===== src/rtl/hdlc_pkg.sv =====
// Shared types and constants for the HDLC receive path.
package hdlc_pkg;

    typedef enum logic [1:0] {HUNT, OPEN, FRAME} rx_deframe_state_t;

    localparam logic [7:0] HDLC_FLAG       = 8'h7E;
    localparam int         HDLC_STUFF_ONES = 5;

endpackage


===== src/rtl/hdlc_rx_unstuff.sv =====
// Zero-unstuffing and LSB-first octet assembly for eligible candidate bits.
module hdlc_rx_unstuff
    import hdlc_pkg::*;
(
    input  logic       clk,
    input  logic       rst_n,
    input  logic       en,
    input  logic       cand,
    input  logic       eligible,
    input  logic       clear,
    output logic       emit,
    output logic       partial,
    output logic       rxd,
    output logic       new_bit,
    output logic       new_byte,
    output logic       zero_det,
    output logic [7:0] data
);

    logic [2:0] ones_out;
    logic [2:0] bitcnt;
    logic [2:0] bitcnt_inc;
    logic       drop;

    assign drop       = eligible && !cand && (ones_out == 3'(HDLC_STUFF_ONES));
    assign emit       = eligible && !drop;
    assign bitcnt_inc = bitcnt + 3'd1;
    // Octet alignment as it stands after this cycle's emission, for the closing-flag check.
    assign partial    = emit ? (bitcnt_inc != 3'd0) : (bitcnt != 3'd0);

    always_ff @(posedge clk or negedge rst_n) begin
        if (!rst_n) begin
            ones_out <= '0;
            bitcnt   <= '0;
            rxd      <= 1'b0;
            new_bit  <= 1'b0;
            new_byte <= 1'b0;
            zero_det <= 1'b0;
            data     <= '0;
        end else if (!en) begin
            new_bit  <= 1'b0;
            new_byte <= 1'b0;
            zero_det <= 1'b0;
        end else begin
            new_bit  <= emit;
            new_byte <= emit && (bitcnt_inc == 3'd0);
            zero_det <= drop;
            if (emit) begin
                rxd  <= cand;
                data <= {cand, data[7:1]};
            end
            if (clear) begin
                ones_out <= '0;
                bitcnt   <= '0;
            end else begin
                if (drop)
                    ones_out <= '0;
                else if (emit)
                    ones_out <= cand ? ((ones_out == 3'd7) ? 3'd7 : ones_out + 3'd1) : 3'd0;
                if (emit)
                    bitcnt <= bitcnt_inc;
            end
        end
    end

endmodule


===== src/rtl/hdlc_rx_deframer.sv =====
// HDLC receive front end: flag hunt, abort detection, 8-bit delay window feeding the unstuffer.
module hdlc_rx_deframer
    import hdlc_pkg::*;
#(
    parameter logic [7:0] FLAG       = HDLC_FLAG,
    parameter int         ABORT_ONES = 7
) (
    input  logic       Clk,
    input  logic       Rst,
    input  logic       RxEN,
    input  logic       Rx,
    output logic       Rx_ValidFrame,
    output logic       Rx_FlagDetect,
    output logic       Rx_AbortDetect,
    output logic       Rx_StartZeroDetect,
    output logic       ZeroDetect,
    output logic       RxD,
    output logic       Rx_NewBit,
    output logic       Rx_NewByte,
    output logic [7:0] Rx_Data,
    output logic       Rx_EoF,
    output logic       Rx_FrameError
);

    rx_deframe_state_t state, state_nxt;
    logic [7:0] win, win_nxt;
    logic [3:0] fill, ones_in, ones_in_nxt;
    logic       flag_hit, abort_hit, full;
    logic       elig, clr, emit, partial;
    logic       start, eof, ferr, vf_nxt;

    assign win_nxt     = {Rx, win[7:1]};
    assign ones_in_nxt = Rx ? ((ones_in == 4'd15) ? 4'd15 : ones_in + 4'd1) : 4'd0;
    assign flag_hit    = (win_nxt == FLAG);
    // Fires only on the step into ABORT_ONES; saturation keeps idle-line ones quiet afterwards.
    assign abort_hit   = (state != HUNT) && Rx && (ones_in == 4'(ABORT_ONES - 1));
    assign full        = (fill == 4'd8);
    // A flag while still OPEN means an empty frame, so its exiting candidate is not a data bit.
    assign elig        = full && !abort_hit &&
                         ((state == FRAME) || (state == OPEN && !flag_hit));

    always_comb begin
        state_nxt = state;
        vf_nxt    = Rx_ValidFrame;
        clr       = 1'b0;
        start     = 1'b0;
        eof       = 1'b0;
        ferr      = 1'b0;
        unique case (state)
            HUNT: begin
                if (flag_hit) begin
                    clr       = 1'b1;
                    state_nxt = OPEN;
                end
            end
            OPEN: begin
                if (abort_hit) begin
                    clr       = 1'b1;
                    state_nxt = HUNT;
                end else if (flag_hit) begin
                    clr = 1'b1;
                end else if (emit) begin
                    start     = 1'b1;
                    vf_nxt    = 1'b1;
                    state_nxt = FRAME;
                end
            end
            FRAME: begin
                if (abort_hit) begin
                    clr       = 1'b1;
                    vf_nxt    = 1'b0;
                    state_nxt = HUNT;
                end else if (flag_hit) begin
                    clr       = 1'b1;
                    eof       = 1'b1;
                    ferr      = partial;
                    vf_nxt    = 1'b0;
                    state_nxt = OPEN;
                end
            end
            default: state_nxt = HUNT;
        endcase
    end

    always_ff @(posedge Clk or negedge Rst) begin
        if (!Rst) begin
            state         <= HUNT;
            win           <= '0;
            fill          <= '0;
            ones_in       <= '0;
            Rx_ValidFrame <= 1'b0;
        end else if (RxEN) begin
            state         <= state_nxt;
            win           <= win_nxt;
            ones_in       <= ones_in_nxt;
            fill          <= clr ? 4'd0 : (full ? 4'd8 : fill + 4'd1);
            Rx_ValidFrame <= vf_nxt;
        end
    end

    always_ff @(posedge Clk or negedge Rst) begin
        if (!Rst) begin
            Rx_FlagDetect      <= 1'b0;
            Rx_AbortDetect     <= 1'b0;
            Rx_StartZeroDetect <= 1'b0;
            Rx_EoF             <= 1'b0;
            Rx_FrameError      <= 1'b0;
        end else begin
            Rx_FlagDetect      <= RxEN && flag_hit;
            Rx_AbortDetect     <= RxEN && abort_hit;
            Rx_StartZeroDetect <= RxEN && start;
            Rx_EoF             <= RxEN && eof;
            Rx_FrameError      <= RxEN && ferr;
        end
    end

    hdlc_rx_unstuff u_unstuff (
        .clk      (Clk),
        .rst_n    (Rst),
        .en       (RxEN),
        .cand     (win[0]),
        .eligible (elig),
        .clear    (clr),
        .emit     (emit),
        .partial  (partial),
        .rxd      (RxD),
        .new_bit  (Rx_NewBit),
        .new_byte (Rx_NewByte),
        .zero_det (ZeroDetect),
        .data     (Rx_Data)
    );

endmodule


===== config.mk =====
export PLATFORM = sky130hd
export DESIGN_NAME = hdlc_rx_deframer
export DESIGN_NICKNAME = d
export VERILOG_FILES = /design/src/rtl/hdlc_pkg.sv /design/src/rtl/hdlc_rx_unstuff.sv /design/src/rtl/hdlc_rx_deframer.sv
export SDC_FILE = /design/constraint.sdc
export NUM_CORES = 1
export LEC_CHECK = 0
export ABC_CLOCK_PERIOD_IN_PS = 2300
export CAP_MARGIN = 20
export CORE_ASPECT_RATIO = 0.7
export CORE_MARGIN = 2
export CORE_UTILIZATION = 53
export CTS_CLUSTER_SIZE = 24
export DETAILED_ROUTE_END_ITERATION = 8
export GPL_ROUTABILITY_DRIVEN = 0
export GPL_TIMING_DRIVEN = 0
export MAX_ROUTING_LAYER = met4
export PLACE_DENSITY = 0.76
export SYNTH_ARGS = -nofsm -noshare
export SYNTH_HDL_FRONTEND = slang
export SYNTH_SLANG_ARGS = --single-unit

===== constraint.sdc =====
create_clock -name Clk -period 2.3 [get_ports Clk]
set_input_delay 0.23 -clock Clk [delete_from_list [all_inputs] [get_ports Clk]]
set_output_delay 0.23 -clock Clk [all_outputs]
set_load 0.01 [all_outputs]

==> results.yml, run 1 <==
cells_and_area:
  drive_gt1_share_pct: 18.6
  diodes: 0
  nets: 220
  design_area_sq_mm: 0.00243
  area_growth_pct: 18.6
  finish.utilization_pct: 67.3
worst_setup_path:
  path_max_fanout: 6
  path_class: "reg2reg"
  cp.depth: 7
  r2r-start: "ones_in[0]"
  end_kind: "flop"
  slowest_delay_ps: 550
  rr_worst_depth: 7
  crit_chain: "inv_1 -> ha_1 -> nand4b_1 -> nor2_1 -> nor4_2 -> and4b_4 -> a2bb2oi_2"
  cp.arrival_ps: 2420
  worst-path-buf-inv: 1
  crit_start: "ones_in[0]"
  crit_family: "simple AND/OR/NAND/NOR gates"
  setup.worst_path.end: "Rx_ValidFrame"
  crit_required_ps: 2530
  r2r_slack_ps: 110
  critPathSlowestCell: "nor4_2"
  critPathLaunchType: "flop"
  r2r_end: "Rx_ValidFrame"
timing:
  min_period_ps: 2190
  tns_ps: 0
  worstMarginPinSlew_ps: 873
  finalHoldViolCount: 0
  worst_slack_ps: 106
  drv_slew: 0
  max_freq_mhz: 456
  maxSlewHeadroom_pct: 41.8
  finalSetupViolations: 0
  grt_setup_unrepaired: "no"
  finalClockSkew_ps: 5.26
  min_period_over_period_pct: 95.4
drt:
  postRouteAntennaNets: 0
  viasPerCell: 5.77
  num_vias: 1465
  drc: 0
  wl_per_cell_um: 15.9
  routed_wl_mm: 4.05
  dr.pass1.iters: 4
  dr.first_iter.drc_count: 64
power_and_ir_drop:
  vdd_drop_max_mv: 0.623
  finalPower_mw: 2.06
  leakage_nw: 1.09
  power.density_mw_per_mm2: 848
logic_synthesis:
  synth_seq_area_share_pct: 50.2
  syn-mean-instance-area_sq_um: 11.6
  ys.flop_type: "dfrtp_1"
  ys_types: 47
  ys_warn_count: 0
  netlist_instances: 176
  netlist_area_sq_mm: 0.00205
  synth_edf_count: 0
  async_flop_share_pct: 100
  syn-num-nets: 193
  yosys_register_bits: 41
outcome:
  status: "finished clean"
placement:
  portBuffers: 20
  detailedPlace.worstSlack_ps: -17.7
  place_area_sq_mm: 0.00230
  post-dp-hpwl_mm: 2.95
global_routing:
  grt_max_degree: 42
  first_global_vias: 1510
  antenna_found_initial: 0
  grt_pass1_wl_mm: 7.06
  grt.total_usage_pct: 21.6
  overflow: 0
cts:
  cts_tree: "built"
  cts_buffer_depth: 2
  cts.sinks: 41
  post-cts-setup-buffers: 0
  clock_latency_ps: 290
  h-tree-depth: 2
  cts_buffers: 5
  cts.clk_slew.worst_paths_ps: 80
  cts_root_buf: "clkbuf_8"
die:
  fp.dieW_um: 78.3
  io-pin-count: 22
  initial_utilization_pct: 56.8
  die_area_sq_mm: 0.00438
  design.core.area_sq_mm: 0.00360
  die_y_um: 56.0
  rows: 18
flow_run:
  max_cap_viol_count: 0
min_path:
  min_path_type: "in2async"
==> cell usage after synthesis (2+ instances only) <==
cell | n | area share [%]
dfrtp_1 | 41 | 50
inv_1 | 16 | 2.9
mux2_2 | 15 | 8.3
ha_1 | 13 | 8.0
o21ai_0 | 11 | 2.7
a21oi_1 | 8 | 2.0
nand3_1 | 8 | 2.0
nand2_1 | 7 | 1.3
nor2_1 | 7 | 1.3
nor3_1 | 4 | 0.98
a22o_1 | 3 | 1.3
clkbuf_1 | 3 | 0.55
a41oi_1 | 2 | 0.86
and3_1 | 2 | 0.61
mux2i_1 | 2 | 0.98
nand3b_1 | 2 | 0.73
o22ai_1 | 2 | 0.61
==> per-stage QoR <==
stage,cells,hold slack [ps]
2_1_floorplan,176,-65.6
3_3_place_gp,246,489
3_5_place_dp,246,398
4_1_cts,254,78.7
5_1_grt,254,124
6_report,254,46.4
==> sequential cells by signal, summed over array words and instances (netlist names), 2 cells and up <==
register	flops
u_unstuff.data	8
state	2
fill	4
ones_in	4
u_unstuff.ones_out	3
win	8
u_unstuff.bitcnt	3
==> per-layer routing <==
metal  up-vias  wire length (um)  share of wire (%)  global-route usage (%)
li1        687                 -                  -                       -
met1       735              2010                 50                    28.6
met2        32              1850                 46                    32.0
met3        11               109                2.7                    5.03
met4         0                76                1.9                    9.02
met5         -                 0                  0                       -
==> placed cells by master (no fill, tap or decap), types with 2 or more instances in the layout <==
cell type        instances
dfrtp_1                 41
clkdlybuf4s50_1         19
inv_1                   16
mux2_2                  15
ha_1                    13
o21ai_0                 11
a21oi_1                  8
nand3_1                  8
nor2_1                   7
nand2_1                  7
clkbuf_8                 6
clkbuf_1                 4
nor3_1                   4
a22o_1                   3
and3_1                   2
nand3b_1                 2
a41oi_1                  2
mux2i_1                  2
==> power by group <==
group | internal [mW] | switching, mW
registers | 0.840 | 0.124
clock network | 0.354 | 0.239
logic | 0.247 | 0.253
total | 1.44 | 0.616
==> area by class of cell <==
cell class / count / area [sq um]
timing repair buffer: 20 / 195
buffer: 5 / 30.0
multi-input combinational: 114 / 936
sequential: 41 / 1030
tap: 50 / 62.6
inverter: 16 / 60.1
fill: 280 / 1180
clock inverter: 1 / 30.0
clock buffer: 7 / 86.3
==> worst min-delay path by stage <==
stage | startpoint | to | slack (ps) | cells past startpoint
finish | Rst | fill[3] | 50 | 1
global route | Rst | fill[3] | 120 | 1
CTS | Rst | fill[3] | 80 | 1
detailed placement | Rst | fill[3] | 400 | 1
global placement | u_unstuff.data[0] | u_unstuff.data[0] | 490 | 1
floorplan | Rst | Rx_AbortDetect | -70 | 0
==> repair_timing <==
action / CTS / global route
gates resized for setup: 0 / 1
setup endpoints to repair: 0 / 2
hold buffers: 0 / 0
==> logic make-up (layout without fill, tap and decap cells) <==
group                    count (synthesis)  count (layout)  synth area share, %
AO/OA/AOI/OAI                           39              39                 13.3
flip-flops                              41              41                 50.2
AND/OR/NAND/NOR                         44              44                 14.3
buffers and inverters                   21              49                 4.40
multiplexers                            18              18                 9.97
adder cells (fa/ha/maj)                 13              13                 7.95
(Power assumes the default switching activity.)
==> inputs of run 2 (changes only) <==
Settings changed: ABC_CLOCK_PERIOD_IN_PS 2300 to 2700, SKIP_LAST_GASP set to 1.
Clock period 2.3 ns to 2.7 ns, I/O delays scaled along.
==> results.yml, run 2 (synthesis gave the netlist of run 1 again) <==
drt:
  drc: 0
  num_vias: 1461
  routed_wl_mm: 4.03
  dr.first_iter.drc_count: 63
  postRouteAntennaNets: 0
  viasPerCell: 5.75
  wl_per_cell_um: 15.9
  dr.pass1.iters: 4
timing:
  min_period_ps: 2170
  maxSlewHeadroom_pct: 41.6
  grt_setup_unrepaired: "no"
  tns_ps: 0
  worstMarginPinSlew_ps: 876
  max_freq_mhz: 461
  drv_slew: 0
  min_period_over_period_pct: 80.3
  worst_slack_ps: 532
  finalSetupViolations: 0
  finalClockSkew_ps: 4.43
  finalHoldViolCount: 0
placement:
  portBuffers: 20
  detailedPlace.worstSlack_ps: 342
  post-dp-hpwl_mm: 2.95
  dp.cells: 246
cts:
  cts_buffers: 5
  cts.sinks: 41
  cts_buffer_depth: 2
  ctsResizeCount: 0
  cts_tree: "built"
  post-cts-setup-buffers: 0
  cts_root_buf: "clkbuf_8"
  cts.clk_slew.worst_paths_ps: 80
  cts_hold_buf: 0
  clock_latency_ps: 290
  h-tree-depth: 2
worst_setup_path:
  slowest_delay_ps: 430
  rr_worst_depth: 7
  critPathSlowestCell: "dfrtp_1"
  path_max_fanout: 6
  r2r_slack_ps: 530
  cp.arrival_ps: 2330
  path_class: "reg2reg"
  r2r_end: "u_unstuff.ones_out[2]"
  crit_chain: "inv_1 -> ha_1 -> nand4b_1 -> o22ai_1 -> nand2_1 -> a211oi_2 -> o221ai_1"
  critPathLaunchType: "flop"
  crit_required_ps: 2860
  r2r-start: "ones_in[0]"
  end_kind: "flop"
cells_and_area:
  drive_gt1_share_pct: 18.1
  stdcell_count: 254
  final_cell_mix: "41 x dfrtp_1, 19 x clkdlybuf4s50_1, 16 x inv_1"
  area_growth_pct: 18.3
  reg.largest.list: "u_unstuff.data x8, win x8"
  nets: 220
  mostFrequentLayoutCell: "dfrtp_1"
  fill_cells: 281
  diodes: 0
power_and_ir_drop:
  power.density_mw_per_mm2: 723
  power.switching_mw: 0.522
  leakage_nw: 1.09
  vdd_drop_max_mv: 0.534
  netSwitchingFraction_pct: 29.9
  p_seq_share_pct: 47.0
  combPwrFrac_pct: 24.2
  p_int_mw: 1.23
  finalPower_mw: 1.75
  clock_power_share_pct: 28.8
global_routing:
  overflow: 0
  antenna_found_initial: 0
  grt_max_degree: 42
  grt.total_usage_pct: 21.6
  first_global_vias: 1510
  grt_pass1_wl_mm: 7.06
die:
  fp.dieW_um: 78.3
  rows: 18
  initial_utilization_pct: 56.8
  io-pin-count: 22
  die_area_sq_mm: 0.00438
  die_y_um: 56.0
  design.core.area_sq_mm: 0.00360
outcome:
  status: "finished clean"
min_path:
  min_path_type: "in2async"
flow_run:
  max_cap_viol_count: 0
-- run 2: cell types whose count changed in the layout (fill, tap and decap cells not counted) --
cell     delta
o22ai_1     +1
o22ai_2     -1
-- run 2: routing by layer --
metal	global-route usage (%)	wire length, um	share of wire [%]
met5	-	0	0
met4	9.02	66	1.6
met3	5.03	126	3.1
met2	32.0	1850	46
met1	28.6	1980	49
-- run 2: metrics by stage --
step / utilization [%] / hold slack (ps) / area [sq um]
after floorplan: - / -25.6 / 2050
after global placement: 64.1 / 489 / 2310
after detailed placement: 63.9 / 438 / 2300
after CTS: 67.2 / 119 / 2420
after global routing: 67.2 / 164 / 2420
final: 67.2 / 89.6 / 2420
-- run 2: layout make-up --
| class | instances | area (sq um) | area share [%] |
|---|---|---|---|
| Clock buffer | 7 | 86.3 | 3.57 |
| Sequential cell | 41 | 1030 | 42.4 |
| Buffer | 5 | 30.0 | 1.24 |
| Clock inverter | 1 | 30.0 | 1.24 |
| Inverter | 16 | 60.1 | 2.48 |
| Timing Repair Buffer | 20 | 195 | 8.07 |
| Multi-Input combinational cell | 114 | 930 | 38.4 |
| Tap cell | 50 | 62.6 | 2.59 |
-- run 2: power groups by stage --
stage / Clock, mW / Sequential, mW / Combinational [mW]
4_1_cts: 0.512 / 0.819 / 0.425
3_5_place_dp: 0 / 0.830 / 0.421
3_3_place_gp: 0 / 0.817 / 0.390
2_1_floorplan: 0 / 0.803 / 0.309
6_report: 0.504 / 0.822 / 0.423
5_1_grt: 0.546 / 0.836 / 0.475
-- run 2: how the worst max path moves through the flow --
stage	startpoint	to
floorplan	fill[0]	u_unstuff.data[3]
global placement	Rx	u_unstuff.ones_out[2]
detailed placement	Rx	u_unstuff.ones_out[2]
CTS	ones_in[0]	u_unstuff.ones_out[2]
global route	ones_in[0]	u_unstuff.ones_out[2]
finish	ones_in[0]	u_unstuff.ones_out[2]
-- run 2: worst max-delay path: cells and delay by family (launching register included) --
kind	cells	cell delay, ps
AO/OA/AOI/OAI	3	880
adder cells (fa/ha/maj)	1	160
buffers and inverters	1	110
flip-flops	1	430
AND/OR/NAND/NOR	2	460
